$ cat config.mk
export PLATFORM = sky130hd
export DESIGN_NAME = wb_seq_read_master
export DESIGN_NICKNAME = d
export VERILOG_FILES = /design/src/rtl/wb_seq_read_master.sv
export SDC_FILE = /design/constraint.sdc
export NUM_CORES = 1
export LEC_CHECK = 0
export BUFFER_PORTS_ARGS = -buffer_cell sky130_fd_sc_hd__buf_4
export CAP_MARGIN = 20
export CORE_MARGIN = 1.5
export CORE_UTILIZATION = 35
export CTS_CLUSTER_DIAMETER = 100
export DETAILED_ROUTE_END_ITERATION = 10
export GPL_ROUTABILITY_DRIVEN = 0
export PLACE_DENSITY = 0.62
export SLEW_MARGIN = 20
export SYNTH_ARGS = -nofsm -noshare
export SYNTH_HDL_FRONTEND = slang
export SYNTH_SLANG_ARGS = --single-unit
$ cat constraint.sdc
create_clock -name clk -period 3.35 [get_ports clk]
set_clock_uncertainty 0.15 [all_clocks]
set_input_delay 0.67 -clock clk [delete_from_list [all_inputs] [get_ports clk]]
set_output_delay 0.67 -clock clk [all_outputs]
set_load 0.05 [all_outputs]
$ cat src/rtl/wb_seq_read_master.sv
// wb_seq_read_master
// ------------------
// Wishbone classic read initiator. One command asks for cmd_len 32-bit words.
// They are read from consecutive word addresses starting at cmd_addr, with
// address bits [1:0] forced to zero. Each returned word goes into a small
// internal FIFO, and a consumer drains the FIFO through a valid/ready port.
//
// At most one read is ever outstanding. Between two reads the bus always
// returns to idle for at least one cycle. A read is only started when the
// FIFO has a free entry, so the FIFO cannot overflow.
//
// Handshake rule, used by both the command port and the read-data port:
// a transfer happens on a rising clk edge where valid and ready are both 1.
// valid does not depend on ready. The producer keeps its payload stable
// while it waits for ready.
//
// Parameters
//   FIFO_DEPTH  read-data FIFO entries (power of 2, >= 2)
//   LEN_W       width of cmd_len
//   TIMEOUT     REQ cycles allowed without ack before the command aborts (>= 1)
//
// Ports
//   clk, rst          clock; synchronous active-high reset
//   cmd_valid/ready   command handshake; cmd_ready is 1 only in IDLE
//   cmd_addr, cmd_len start byte address and word count
//   wbm_*             Wishbone classic master signals (read only)
//   rd_valid/ready    read-data handshake; rd_valid means the FIFO is not empty
//   rd_data           word at the FIFO head
//   busy              1 whenever the FSM is not in IDLE
//   done              one-cycle pulse when a command completes normally
//   err               one-cycle pulse when a command is aborted by timeout
//   state_dbg         current FSM state encoding, for observation
module wb_seq_read_master #(
  parameter int FIFO_DEPTH = 4,
  parameter int LEN_W      = 16,
  parameter int TIMEOUT    = 255
) (
  input  logic             clk,
  input  logic             rst,
  input  logic             cmd_valid,
  output logic             cmd_ready,
  input  logic [31:0]      cmd_addr,
  input  logic [LEN_W-1:0] cmd_len,
  output logic             wbm_cyc_o,
  output logic             wbm_stb_o,
  output logic             wbm_we_o,
  output logic [3:0]       wbm_sel_o,
  output logic [31:0]      wbm_adr_o,
  input  logic [31:0]      wbm_dat_i,
  input  logic             wbm_ack_i,
  output logic             rd_valid,
  input  logic             rd_ready,
  output logic [31:0]      rd_data,
  output logic             busy,
  output logic             done,
  output logic             err,
  output logic [1:0]       state_dbg
);

  localparam int PTR_W  = (FIFO_DEPTH > 1) ? $clog2(FIFO_DEPTH) : 1;
  localparam int CNT_W  = $clog2(FIFO_DEPTH + 1);
  // The wait counter only needs to reach TIMEOUT-1. That value marks the
  // last REQ cycle in which an ack is still accepted.
  localparam int WAIT_W = (TIMEOUT > 1) ? $clog2(TIMEOUT) : 1;

  localparam logic [CNT_W-1:0]  DEPTH_C   = CNT_W'(FIFO_DEPTH);
  localparam logic [WAIT_W-1:0] WAIT_LAST = WAIT_W'(TIMEOUT - 1);

  typedef enum logic [1:0] {
    S_IDLE = 2'd0,
    S_REQ  = 2'd1,
    S_GAP  = 2'd2
  } state_t;

  state_t state;
  state_t state_nxt;

  logic [31:0]       addr_q;
  logic [LEN_W-1:0]  rem_q;
  logic [WAIT_W-1:0] wait_cnt;
  logic              err_q;

  logic              accept;
  logic              timeout;
  logic              push;
  logic              pop;

  logic [31:0]       mem [FIFO_DEPTH];
  logic [PTR_W-1:0]  wr_ptr;
  logic [PTR_W-1:0]  rd_ptr;
  logic [CNT_W-1:0]  count;

  // ---------------------------------------------------------------------
  // FSM
  // ---------------------------------------------------------------------
  always_ff @(posedge clk) begin
    if (rst) begin
      state <= S_IDLE;
    end else begin
      state <= state_nxt;
    end
  end

  always_comb begin
    state_nxt = state;
    cmd_ready = 1'b0;
    accept    = 1'b0;
    timeout   = 1'b0;
    done      = 1'b0;
    case (state)
      S_IDLE: begin
        cmd_ready = 1'b1;
        if (cmd_valid) begin
          accept    = 1'b1;
          state_nxt = S_GAP;
        end
      end
      S_GAP: begin
        if (rem_q == '0) begin
          done      = 1'b1;
          state_nxt = S_IDLE;
        end else if (count < DEPTH_C) begin
          // Uses the registered count. A pop in this same cycle is seen
          // one cycle later, so a full FIFO always stalls for one more cycle.
          state_nxt = S_REQ;
        end
      end
      S_REQ: begin
        if (wbm_ack_i) begin
          state_nxt = S_GAP;
        end else if (wait_cnt == WAIT_LAST) begin
          timeout   = 1'b1;
          state_nxt = S_IDLE;
        end
      end
      default: state_nxt = S_IDLE;
    endcase
  end

  // ---------------------------------------------------------------------
  // Address / remaining-word counter / wait counter
  // ---------------------------------------------------------------------
  assign push = (state == S_REQ) && wbm_ack_i;

  always_ff @(posedge clk) begin
    if (rst) begin
      addr_q <= '0;
      rem_q  <= '0;
    end else if (accept) begin
      addr_q <= {cmd_addr[31:2], 2'b00};
      rem_q  <= cmd_len;
    end else if (push) begin
      addr_q <= addr_q + 32'd4;          // wraps naturally at 2**32
      rem_q  <= rem_q - LEN_W'(1);
    end else if (timeout) begin
      rem_q  <= '0;                      // the words not yet read are dropped
    end
  end

  // The counter is cleared whenever the FSM is outside REQ. It therefore
  // always starts from zero on the first cycle of each REQ.
  always_ff @(posedge clk) begin
    if (rst) begin
      wait_cnt <= '0;
    end else if (state != S_REQ) begin
      wait_cnt <= '0;
    end else if (!wbm_ack_i && (wait_cnt != WAIT_LAST)) begin
      wait_cnt <= wait_cnt + WAIT_W'(1);
    end
  end

  // The abort is decided in the last REQ cycle. The err pulse shows in the
  // following cycle, when the FSM is already back in IDLE.
  always_ff @(posedge clk) begin
    if (rst) begin
      err_q <= 1'b0;
    end else begin
      err_q <= timeout;
    end
  end

  // ---------------------------------------------------------------------
  // Read-data FIFO
  // ---------------------------------------------------------------------
  assign pop = rd_ready && (count != '0);

  always_ff @(posedge clk) begin
    if (push) begin
      mem[wr_ptr] <= wbm_dat_i;
    end
  end

  always_ff @(posedge clk) begin
    if (rst) begin
      wr_ptr <= '0;
      rd_ptr <= '0;
      count  <= '0;
    end else begin
      if (push) begin
        wr_ptr <= wr_ptr + PTR_W'(1);
      end
      if (pop) begin
        rd_ptr <= rd_ptr + PTR_W'(1);
      end
      case ({push, pop})
        2'b10:   count <= count + CNT_W'(1);
        2'b01:   count <= count - CNT_W'(1);
        default: count <= count;
      endcase
    end
  end

  // ---------------------------------------------------------------------
  // Outputs
  // ---------------------------------------------------------------------
  assign wbm_cyc_o = (state == S_REQ);
  assign wbm_stb_o = (state == S_REQ);
  assign wbm_we_o  = 1'b0;
  assign wbm_sel_o = 4'hF;
  assign wbm_adr_o = addr_q;

  assign rd_valid  = (count != '0);
  assign rd_data   = mem[rd_ptr];

  assign busy      = (state != S_IDLE);
  assign err       = err_q;
  assign state_dbg = state;

endmodule

## Word-level counts from Yosys, hierarchy flattened

Memory sizes are Yosys's and may differ from the RTL's. A register that Yosys moved wholly into a read port is not among the register bits.
Index checks and enable logic that the tools add are counted.

- Flip-flop bits (word level): 66
- Output and inout bits: 78
- Word-level logic and storage cells: 66
- Bits in writable memories: 128
- Memories: 1

Memory list:

| name | depth | width | rd ports | clocked after Yosys merged registers in | wr ports | RTL line | RTL |
|---|---|---|---|---|---|---|---|
| mem | 4 | 32 | 1 | 1 | 1 | 88 | `logic [31:0] mem [FIFO_DEPTH];` |

- Order comparisons: 1
- Eq/ne operators: 10
- Reduce and logical (&&, ||, !) cells: 14
- Add/sub/neg operators: 7
- Multiplexer cells: 24

Operators with widths:

| cell | number |
|---|---|
| 32-bit 2-to-1 mux | 2 |
| 16-bit 2-to-1 mux | 3 |
| 32-bit by 3-bit adder with 32-bit output (second input constant) | 1 |
| 16-bit logical NOT | 1 |
| 16-bit by 1-bit subtractor with 16-bit output (second input constant) | 1 |
| 2-bit 2-to-1 mux | 7 |
| 1-bit 2-to-1 mux | 10 |
| 8-bit by 1-bit adder with 8-bit output (second input constant) | 1 |
| 8-bit == test (second input constant) | 1 |
| 8-bit inequality test (second input constant) | 1 |
| 2-bit one-hot mux with 3 select lines | 1 |
| 3-bit one-hot mux with 2 select lines | 1 |
| 2-bit nonzero test | 3 |
| 3-bit nonzero test | 2 |
| 2-bit by 1-bit adder with 2-bit output (second input constant) | 2 |
| 2-bit by 1-bit == test with 1-bit output (second input constant) | 2 |
| 2-bit == test (second input constant) | 2 |
| 2-bit OR reduction | 2 |
| 3-bit by 1-bit adder with 3-bit output (second input constant) | 1 |
| 1-bit logical AND | 3 |
| 3-bit less-than comparator (second input constant) | 1 |
| 3-bit by 1-bit inequality test with 1-bit output (second input constant) | 1 |
| 3-bit inequality test (second input constant) | 1 |
| 3-bit AND reduction | 1 |
| other kinds (5) | 5 |

## Depth between registers and ports, before layout

Gate-level depths: netlist of the first run.

- Depth after elaboration: 7
- Depth in mapped cells: 12
- Gate-level depth less buffers: 9

## Worst setup path before layout of the first run

No wires, ideal clock.

- Path type: register to register
- Start: register state[1] (netlist: state_dbg[1])
- End: register count[2]
- Buffers on the path: 3
- Setup slack: 387 ps
- Data required time: 3130 ps
- Period minus slack after synthesis: 2963 ps
- Data arrival time: 2743 ps
- Cell stages (with the launch flop): 13
- Cells stage by stage: dfxtp_1 > nand2b_1 > buf_2 > nor2_8 > inv_2 > buf_2 > buf_2 > ha_1 > inv_1 > fa_1 > xor2_1 > or3_1 > a21oi_1

- Longest elaborated chain between the ends: 4
- Elaborated cells between the ends (all ways): 6
- Classes of those cells: eq/ne: 3; mux: 1; reduce/logical: 2

RTL lines:

| element | RTL line | RTL |
|---|---|---|
| start, declared | 75 | `state_t state;` |
| start signal, assigned | 100 | `state <= state_nxt;` |
| 2-bit by 1-bit == test with 1-bit output * | 143 | `assign push = (state == S_REQ) && wbm_ack_i;` |
| 1-bit logical AND * | 143 |  |
| 2-bit by 1-bit == test with 1-bit output / 2-bit == test (equally long branches) | 205 | `case ({push, pop})` |
| 3-bit one-hot mux with 2 select lines / 2-bit nonzero test (equally long branches) | - |  |
| end signal, assigned | 206 | `2'b10: count <= count + CNT_W'(1);` |
| end signal, assigned | 207 | `2'b01: count <= count - CNT_W'(1);` |
| end signal, assigned | 208 | `default: count <= count;` |
| end, declared | 91 | `logic [CNT_W-1:0] count;` |

Mark *: on every way between the ends. The rest lies on a longest branch, timed or not.
A chain may end at the register's enable or synchronous reset.

## Worst setup path after layout of the first run

- Start: register rem_q[3]
- End: output port done

- Longest elaborated chain between the ends: 3

RTL lines:

| element | RTL line | RTL |
|---|---|---|
| start, declared | 79 | `logic [LEN_W-1:0] rem_q;` |
| start signal, assigned | 151 | `rem_q <= cmd_len;` |
| start signal, assigned | 154 | `rem_q <= rem_q - LEN_W'(1);` |
| 16-bit logical NOT | 119 | `if (rem_q == '0) begin` |
| 1-bit 2-to-1 mux | 119 |  |
| 1-bit 2-to-1 mux | 110 | `case (state)` |
| end, declared | 55 | `output logic done,` |

Every way passes these cells.

==> reports/metrics.csv, run 1 <==
metric,value,unit
result_of_the_run,"complete, no violations",
vias_per_cell,5.00,
commonest_cells_in_the_netlist,"128 x sky130_fd_sc_hd__edfxtp_1, 66 x sky130_fd_sc_hd__dfxtp_1, 66 x sky130_fd_sc_hd__nor2_1, 32 x sky130_fd_sc_hd__mux4_2, 28 x sky130_fd_sc_hd__xor2_1",
core_area,23400,um^2
fmax,0.317,GHz
cpLargestDelayFamily,simple AND/OR/NAND/NOR gates,
timing.final.crit_period,3.15,ns
setup-tns-final,0,ns
ir_drop,0.263,mV
first_pass_grt_wire_length,29100,um
antenna_found_initial,0,
routed_wirelength,18600,um
initial_core_util,0.355,
path_buf_inv,1,
grt_max_degree,52,
cts_max_path_buffers,2,
placed_cells_incl_taps,1061,
cp.arrival,2.33,ns
ys_dominant_reg_cell,sky130_fd_sc_hd__edfxtp_1,
number_of_diodes,0,
cp-start-kind,flip-flop,
synth_seq_area_share,0.621,
synth-warning-count,0,
layout-drive-gt1-share,0.328,
max_cap_violation_count,0,
synth_enable_flop_cells,128,
setup_viol,0,
dr.pass1.iters,5,
port-buffer-count,153,
endpoint_kind,primary output,
chipWidth,157,um
rows,56,
post-route-drc-count,0,
worstPathRequired,2.53,ns
post-dp-hpwl,12500,um
cts.clk_slew.worst_paths,0.08,ns
htreeDepth,4,
total_global_route_track_usage,0.155,
timing_worst_setup_path_type,flip-flop to primary output,
synth_cell_type_count,64,
antenna_violating_nets_post_route,0,
total_leakage_power,3.71,nW
count_of_pins_on_the_block_boundary,163,
holdCritPathClass,primary input to flip-flop,
finalCritPeriodShare,0.941,
tritoncts.num_buffers,17,
clk-insertion-delay-late,0.43,ns
slew-limit-headroom,0.527,
slew_viol_final,0,
synthesis.area,8320,um^2
syn2layout_area_growth,24.7,%
cp_slowest_stage_delay,0.52,ns
fp.dieH,157,um
layout.cells.non_filler,1093,
cts_post_setup_buffers_inserted,0,
syn_area_per_cell,13.5,um^2
drt_first_iter_violations,285,
finalHoldViolations,0,
cts_root_buf,sky130_fd_sc_hd__clkbuf_16,
die_area,24700,um^2
timing_worst_slew_pin_value,0.709,ns
critical-path-slowest-cell,sky130_fd_sc_hd__or3_1,
synth_top_cell_by_area,sky130_fd_sc_hd__edfxtp_1,
cts-hold-fix-buffers,0,
routed_wire_length_per_instance,17.0,um
crit_path_cells,"or3_1, or3_4, nor4_4, and3b_1, buf_4",
rsz0062_at_grt,false,
nets,856,
yosys.cell_count.top_type,sky130_fd_sc_hd__edfxtp_1,
cts_num_sinks,194,
vias_in_the_first_global_route,5438,
routed-via-count,5467,
synth_top_cells_by_area,"sky130_fd_sc_hd__edfxtp_1 46%, sky130_fd_sc_hd__dfxtp_1 16%, sky130_fd_sc_hd__mux4_2 8.7%",
global_route.overflow_total,0,
postCtsResizedCells,0,
fillerInstances,2180,
netlist_instances,616,
synth_top_area_frac,0.462,
peak_fanout_along_the_critical_path,10,
synth_seq_cells,194,
tritoncts,done,
cellPowerDensity,541,nW/um^2
postSynth.asyncResetShare,0,
-- worst reg2reg max path, delay by kind of cell (launching register included) --
family / cells / cell delay, ns
simple gates: 3 / 0.84
buf+inv: 2 / 0.27
xor+xnor: 1 / 0.16
flops: 1 / 0.43
compound gates: 1 / 0.15
fa+ha+maj: 2 / 0.60
-- sequential cells by signal, summed over array words and instances (netlist names), named ones only --
name       cells
err            1
count          3
wr_ptr         2
rd_ptr         2
wait_cnt       8
rem_q         16
state_dbg      2
mem          128
wbm_adr_o     30
-- worst paths after layout --
path	from	to	slack [ns]	cells past startpoint
worst max register to register	state_dbg[1]$_SDFFE_PP0P_	count[2]$_SDFFE_PP0P_	0.69	9
worst min-delay path	wbm_dat_i[29]	mem[2][29]$_DFFE_PP_	0.29	1
worst max-delay path	rem_q[3]$_SDFFE_PP0P_	done	0.20	5
worst min register to register	rem_q[2]$_SDFFE_PP0P_	rem_q[2]$_SDFFE_PP0P_	0.35	2
-- power breakdown --
| group | leakage (nW) | total, W | internal, W | switching [W] |
|---|---|---|---|---|
| Combinational | 1.73 | 0.000923 | 0.000339 | 0.000584 |
| Clock | 0.281 | 0.00199 | 0.00100 | 0.000985 |
| Sequential | 1.69 | 0.00271 | 0.00262 | 0.0000876 |
-- cell families after synthesis --
kind of cell,synth area share
AOI/OAI and AO/OA,0.0769
xor gates and xnor gates,0.0421
adders and majority gates,0.0159
buffers and inverters,0.0335
DFF,0.621
muxes,0.0866
other,0.000903
and+or+nand+nor,0.123
-- layout make-up --
cell class | count | area [um^2] | area share
timing repair buffer | 165 | 1280 | 0.123
inverter | 15 | 56.3 | 0.00543
clock inverter | 15 | 155 | 0.0150
clock buffer | 17 | 425 | 0.0410
tap | 319 | 399 | 0.0385
multi-input combinational | 368 | 2900 | 0.279
sequential | 194 | 5170 | 0.498
-- layout by cell type, fill, tap and decap left out, types with 7 or more instances in the layout --
cell type                     n
sky130_fd_sc_hd__nor3_1      12
sky130_fd_sc_hd__nor2_1      66
sky130_fd_sc_hd__xor2_1      28
sky130_fd_sc_hd__ha_1         9
sky130_fd_sc_hd__buf_4      162
sky130_fd_sc_hd__a211oi_1    22
sky130_fd_sc_hd__mux4_2      32
sky130_fd_sc_hd__nand4_1     12
sky130_fd_sc_hd__nand3_1     18
sky130_fd_sc_hd__conb_1       7
sky130_fd_sc_hd__and3_1      10
sky130_fd_sc_hd__edfxtp_1   128
sky130_fd_sc_hd__o21ai_0     12
sky130_fd_sc_hd__clkbuf_16   17
sky130_fd_sc_hd__nand2_1     23
sky130_fd_sc_hd__inv_1       14
sky130_fd_sc_hd__a21oi_1     20
sky130_fd_sc_hd__dfxtp_1     65
sky130_fd_sc_hd__xnor2_1     12
-- routing by layer --
| metal | part of all wire | global-route usage | routed length [um] | vias up |
|---|---|---|---|---|
| met1 | 0.46 | 0.205 | 8620 | 2665 |
| met2 | 0.47 | 0.254 | 8720 | 167 |
| met4 | 0.0094 | 0.0454 | 174 | 0 |
| met3 | 0.058 | 0.0352 | 1070 | 17 |
| met5 | 0 | 0 | 0 | - |
| li1 | - | - | - | 2618 |
-- through the flow --
stage	power (W)	setup slack [ns]	hold WS (ns)	util	area (um^2)
floorplan	0.00339	0.387	0.303	-	8340
CTS	0.00570	0.172	0.262	0.443	10400
global route	0.00587	0.0886	0.268	0.443	10400
detailed placement	0.00369	0.559	0.337	0.419	9800
global placement	0.00368	0.598	0.325	0.419	9800
finish	0.00562	0.196	0.289	0.443	10400
No activity file was read; power rests on OpenSTA's default activity.
==> inputs of run 2 (changes only) <==
--- a/config.mk
+++ b/config.mk
@@ -12,7 +12,9 @@
 export CTS_CLUSTER_DIAMETER = 100
 export DETAILED_ROUTE_END_ITERATION = 10
 export GPL_ROUTABILITY_DRIVEN = 0
+export MAX_ROUTING_LAYER = met4
 export PLACE_DENSITY = 0.62
+export RECOVER_POWER = 100
 export SLEW_MARGIN = 20
 export SYNTH_ARGS = -nofsm -noshare
 export SYNTH_HDL_FRONTEND = slang
==> run 2 against run 1 <==
  * Die area did not move
  * Critical path depth did not move
  * Critical path type unchanged
  * Sequential share of layout area up 2.2 points
  * Critical endpoint unchanged
  * Largest power group unchanged
==> reports/metrics.csv, run 2 (same netlist as run 1, synthesis figures left out) <==
metric,value,unit,change
result_of_the_run,"complete, no violations",,
fin_hold_ws,0.332,ns,+0.0435 ns
cts-hold-fix-buffers,0,,unchanged
timing_worst_setup_path_type,flip-flop to primary output,,
fp.dieH,157,um,unchanged
syn2layout_area_growth,19.5,%,
finalInstanceArea,9940,um^2,-4.2%
vias_per_cell,4.98,,-0.37%
cts_num_sinks,194,,unchanged
finalPower,0.00554,W,-1.4%
port-buffer-count,153,,unchanged
dr.pass1.iters,5,,unchanged
core_area,23400,um^2,unchanged
routed_wirelength,18600,um,-0.15%
ir_drop,0.262,mV,-0.23%
max_cap_violation_count,0,,unchanged
worst_path_most_repeated_cell,sky130_fd_sc_hd__or3_1,,
place_area,9800,um^2,unchanged
cts_max_path_buffers,2,,unchanged
cts_root_buf,sky130_fd_sc_hd__clkbuf_16,,
vias_in_the_first_global_route,5437,,-0.018%
rsz0062_at_grt,false,,
largest_register_ffs,128,,unchanged
antenna_violating_nets_post_route,0,,unchanged
cp.arrival,2.35,ns,+0.02 ns
slew_viol_final,0,,unchanged
initial_core_util,0.355,,unchanged
cellPowerDensity,557,nW/um^2,+2.9%
fin_util,0.425,,-0.0186
holdCritPathClass,primary input to flip-flop,,
peak_fanout_along_the_critical_path,10,,unchanged
routed_wire_length_per_instance,17.0,um,-0.15%
timing_worst_slew_pin_value,1.00,ns,+0.295 ns
timing.final.crit_period,3.17,ns,+0.0197 ns
tritoncts,done,,
slew-limit-headroom,0.313,,-0.214
tritoncts.num_buffers,17,,unchanged
cp_slowest_stage_delay,0.52,ns,about the same
crit_path_cells,"or3_1, or3_1, nor4_4, and3b_1, buf_4",,
finalHoldViolations,0,,unchanged
htreeDepth,4,,unchanged
finalCritPeriodShare,0.947,,+0.00589
number_of_diodes,0,,unchanged
total_leakage_power,3.38,nW,-9.0%
drt_first_iter_violations,308,,+8.1%
cts.clk_slew.worst_paths,0.08,ns,about the same
routed-via-count,5447,,-0.37%
nets,856,,unchanged
setup-tns-final,0,ns,unchanged
total_global_route_track_usage,0.160,,+0.00486
layout.cells.most_common,sky130_fd_sc_hd__edfxtp_1,,
cpLargestDelayFamily,simple AND/OR/NAND/NOR gates,,
post-dp-hpwl,12500,um,unchanged
cp-start-kind,flip-flop,,
post-route-drc-count,0,,unchanged
first_pass_grt_wire_length,29100,um,unchanged
global_route.overflow_total,0,,unchanged
antenna_found_initial,0,,unchanged
critical-path-slowest-cell,sky130_fd_sc_hd__or3_1,,
die_area,24700,um^2,unchanged
path_buf_inv,1,,unchanged
setup_viol,0,,unchanged
count_of_pins_on_the_block_boundary,163,,unchanged
cts_post_setup_buffers_inserted,0,,unchanged
rows,56,,unchanged
layout-drive-gt1-share,0.224,,-0.105
worstPathRequired,2.53,ns,about the same
endpoint_kind,primary output,,
chipWidth,157,um,unchanged
mostFrequentLayoutCells,"128 x sky130_fd_sc_hd__edfxtp_1, 74 x sky130_fd_sc_hd__clkbuf_1, 67 x sky130_fd_sc_hd__nor2_1, 65 x sky130_fd_sc_hd__dfxtp_1, 55 x sky130_fd_sc_hd__buf_4",,
top_register,mem,,
postCtsResizedCells,0,,unchanged
fmax,0.315,GHz,-0.62%
grt_max_degree,52,,unchanged
clk-insertion-delay-late,0.43,ns,about the same
==> run 2: cell types whose count changed in the layout (fill, tap and decap cells not counted), sizes merged <==
cell	previous run	this run
buf	165	55
clkbuf	17	127
==> run 2: final cells by class <==
type,instances,area (um^2)
tap,319,399
fill,2280,13500
clock inverter,15,155
inverter,15,56.3
multi-input combinational,368,2870
sequential,194,5170
clock buffer,17,425
timing repair buffer,165,873
==> run 2: path summary, 6_finish.rpt <==
check | startpoint | end | slack [ns] | depth (start not counted)
max | rem_q[3]$_SDFFE_PP0P_ | done | 0.18 | 5
min | cmd_len[0] | rem_q[0]$_SDFFE_PP0P_ | 0.33 | 3
max reg2reg | state_dbg[0]$_SDFFE_PP0P_ | mem[0][13]$_DFFE_PP_ | 0.38 | 4
min reg2reg | rem_q[2]$_SDFFE_PP0P_ | rem_q[2]$_SDFFE_PP0P_ | 0.35 | 2
==> run 2: through the flow <==
stage / setup slack [ns] / cells
global placement: 0.598 / 1061
detailed placement: 0.559 / 1061
global route: 0.0605 / 1093
CTS: 0.172 / 1093
floorplan: 0.387 / 621
finish: 0.176 / 1093
==> run 2: power breakdown <==
part           switching, W  leakage (nW)  total, W  internal [W]
Clock              0.000992         0.281   0.00199       0.00100
Sequential        0.0000856          1.69   0.00271       0.00262
Combinational      0.000582          1.40  0.000840      0.000257
Total               0.00166          3.38   0.00554       0.00388
==> run 2: layer usage <==
layer / share of wire / vias to the layer above / global-route usage
li1: - / 2620 / -
met1: 0.47 / 2655 / 0.207
met2: 0.47 / 159 / 0.254
met3: 0.059 / 13 / 0.0355
met4: 0.0059 / 0 / 0.0413
met5: 0 / - / -
==> run 2: tightest hold or removal path, cell delays in order <==
cell,delay [ns]
sky130_fd_sc_hd__buf_4,0.08
sky130_fd_sc_hd__a221oi_1,0.06
sky130_fd_sc_hd__nor2_1,0.07
==> inputs of run 3 (changes only) <==
--- a/config.mk
+++ b/config.mk
@@ -12,6 +12,7 @@
 export CTS_CLUSTER_DIAMETER = 100
 export DETAILED_ROUTE_END_ITERATION = 10
 export GPL_ROUTABILITY_DRIVEN = 0
+export GPL_TIMING_DRIVEN = 0
 export MAX_ROUTING_LAYER = met4
 export PLACE_DENSITY = 0.62
 export RECOVER_POWER = 100
==> run 3 against run 2 <==
  * Design area grew 1.6%
  * Routed wire length grew 4.7%
  * First-iteration DRC count up 28%
  * Die area unchanged
  * Sequential cell count unchanged
  * Count of clock-buffer cells in the layout up 1
  * Critical path depth is the same
  * Non-clock buffer count is 35 higher
  * Combinational power rose by 3.9%
  * Clock power is 3% higher
  * Sequential share of layout area shrank 0.84 points
  * Critical path type unchanged
==> reports/metrics.csv, run 3 (same netlist as run 1, synthesis figures left out) <==
metric,value,unit,change
vias_in_the_first_global_route,5668,,+4.2%
whs_endpoint,rem_q[9]$_SDFFE_PP0P_,,
htreeDepth,4,,unchanged
crit_path_cells,"or4_4, or3_1, nor4_4, and3b_1, clkbuf_4",,
route.layer.met1.wl,8940,um,+3.4%
drt_first_iter_violations,393,,+28%
tritoncts,done,,
total_leakage_power,3.45,nW,+2.3%
result_of_the_run,"complete, no violations",,
cts_post_setup_buffers_inserted,0,,unchanged
fillerInstances,2277,,-0.13%
setup_viol,0,,unchanged
power.combinational.fraction,0.155,,+0.003
setup-tns-final,0,ns,unchanged
nets,891,,+4.1%
post-dp-hpwl,13900,um,+11%
met3WireLength,1200,um,+10%
fmax,0.312,GHz,-1.1%
timing.final.crit_period,3.21,ns,+0.0354 ns
top_signal_layer_used,met4,,
dr_wl_met2,8980,um,+3.2%
post-route-drc-count,0,,unchanged
routed-via-count,5662,,+3.9%
top_register,mem,,
die_area,24700,um^2,unchanged
multi_input_comb_area,2850,um^2,-0.61%
layout.cells.non_filler,1128,,+3.2%
holdCritPathClass,flip-flop to flip-flop,,
rr_startpoint,state_dbg[1]$_SDFFE_PP0P_,,
rows,56,,unchanged
cts.clk_slew.worst_paths,0.07,ns,about the same
mostFrequentLayoutCells,"128 x sky130_fd_sc_hd__edfxtp_1, 97 x sky130_fd_sc_hd__clkbuf_1, 66 x sky130_fd_sc_hd__nor2_1, 66 x sky130_fd_sc_hd__dfxtp_1, 60 x sky130_fd_sc_hd__buf_4",,
sequential_cell_area,5160,um^2,about the same
critical-path-slowest-cell,sky130_fd_sc_hd__or4_4,,
postCtsResizedCells,0,,unchanged
cts_root_buf,sky130_fd_sc_hd__clkbuf_16,,
finalHoldViolations,0,,unchanged
cp-start-kind,flip-flop,,
worstReg2RegEnd,count[2]$_SDFFE_PP0P_,,
cts-hold-fix-buffers,0,,unchanged
slew-limit-headroom,0.391,,+0.0772
vias_per_cell,5.02,,+0.72%
routed_wirelength,19400,um,+4.7%
cts_max_path_buffers,2,,unchanged
global_route.overflow_total,0,,unchanged
initial_core_util,0.355,,unchanged
timing.hold.worst_path_depth,2,,-1
path_buf_inv,1,,unchanged
total_global_route_track_usage,0.169,,+0.00939
dr.pass1.iters,5,,unchanged
antenna_found_initial,0,,unchanged
layout.cells.most_common,sky130_fd_sc_hd__edfxtp_1,,
min-delay-start,rem_q[9]$_SDFFE_PP0P_,,
first_pass_grt_wire_length,30900,um,+6.3%
ir_drop,0.248,mV,-5.4%
reg2reg_depth,12,,+8
finalCritPeriodShare,0.958,,+0.0106
internal_power,0.00396,W,+2.2%
number_of_diodes,0,,unchanged
placed_cells_incl_taps,1096,,+3.3%
clk-insertion-delay-late,0.43,ns,about the same
fp.dieH,157,um,unchanged
clockPowerShare,0.364,,+0.004
syn2layout_area_growth,21.4,%,
max_cap_violation_count,0,,unchanged
peak_fanout_along_the_critical_path,6,,-4
layout-drive-gt1-share,0.222,,-0.00102
port-buffer-count,152,,-0.65%
seq_power_share,0.481,,-0.008
switching_fraction,0.295,,-0.00426
routed_wire_length_per_instance,17.2,um,+1.5%
total_switching_power,0.00166,W,+0.10%
cts_num_sinks,194,,unchanged
antenna_violating_nets_post_route,0,,unchanged
cellPowerDensity,557,nW/um^2,about the same
cp_slowest_stage_delay,0.57,ns,+0.05 ns
fin_util,0.432,,+0.00684
endpoint_kind,primary output,,
cpLargestDelayFamily,simple AND/OR/NAND/NOR gates,,
worstPathRequired,2.53,ns,about the same
tritoncts.num_buffers,17,,unchanged
timing_worst_setup_path_type,flip-flop to primary output,,
grt_max_degree,25,,-52%
core_area,23400,um^2,unchanged
r2r_slack,0.33,ns,-0.05 ns
largest_register_ffs,128,,unchanged
rsz0062_at_grt,false,,
chipWidth,157,um,unchanged
cp.arrival,2.39,ns,+0.04 ns
count_of_pins_on_the_block_boundary,163,,unchanged
slew_viol_final,0,,unchanged
cp.depth,5,,unchanged
timing_worst_slew_pin_value,0.891,ns,-0.113 ns
run 3: changes by cell type in the layout (fill, tap and decap cells not counted), sizes merged:
| cell | change |
|---|---|
| buf | +16 |
| bufinv | +1 |
| clkbuf | +20 |
| inv | -2 |
run 3: layer usage:
metal  GRT usage  up-vias
met3      0.0405       24
met5           -        -
li1            -     2695
met4      0.0508        0
met2       0.263      183
met1       0.220     2760
run 3: cell type report:
type | instances | share of cell area
Multi-Input combinational cell | 368 | 0.282
Clock buffer | 18 | 0.0425
Sequential cell | 194 | 0.511
Timing Repair Buffer | 156 | 0.0811
Clock inverter | 14 | 0.0163
Inverter | 15 | 0.00557
Tap cell | 319 | 0.0395
Buffer | 44 | 0.0217
run 3: per-stage QoR:
stage	hold WS, ns	instance area (um^2)	power (W)	setup WS [ns]
after global placement	0.336	9880	0.00371	0.0972
final	0.345	10100	0.00562	0.141
after global routing	0.342	10100	0.00586	0.0467
after floorplan	0.303	8340	0.00339	0.387
after detailed placement	0.332	9990	0.00372	0.0748
after CTS	0.270	10600	0.00576	0.179
run 3: power groups by stage:
| stage | logic, W | clock network (W) | registers [W] |
|---|---|---|---|
| after floorplan | 0.000511 | 0 | 0.00288 |
| final | 0.000873 | 0.00205 | 0.00271 |
| after global placement | 0.000948 | 0 | 0.00276 |
| after detailed placement | 0.000957 | 0 | 0.00276 |
| after CTS | 0.000960 | 0.00209 | 0.00271 |
| after global routing | 0.000945 | 0.00219 | 0.00272 |
run 3: how the worst max path moves through the flow:
stage / to / startpoint / slack [ns]
finish: done / rem_q[6]$_SDFFE_PP0P_ / 0.14
global route: done / rem_q[6]$_SDFFE_PP0P_ / 0.05
CTS: done / rem_q[6]$_SDFFE_PP0P_ / 0.18
detailed placement: count[2]$_SDFFE_PP0P_ / wbm_ack_i / 0.07
global placement: count[2]$_SDFFE_PP0P_ / wbm_ack_i / 0.1
floorplan: count[2]$_SDFFE_PP0P_ / state_dbg[1]$_SDFFE_PP0P_ / 0.39
run 3: tightest hold or removal path, cell delays in order, from the launching register on:
cell,delay (ns)
sky130_fd_sc_hd__dfxtp_1,0.32
sky130_fd_sc_hd__o21ai_0,0.07
sky130_fd_sc_hd__a21oi_1,0.06
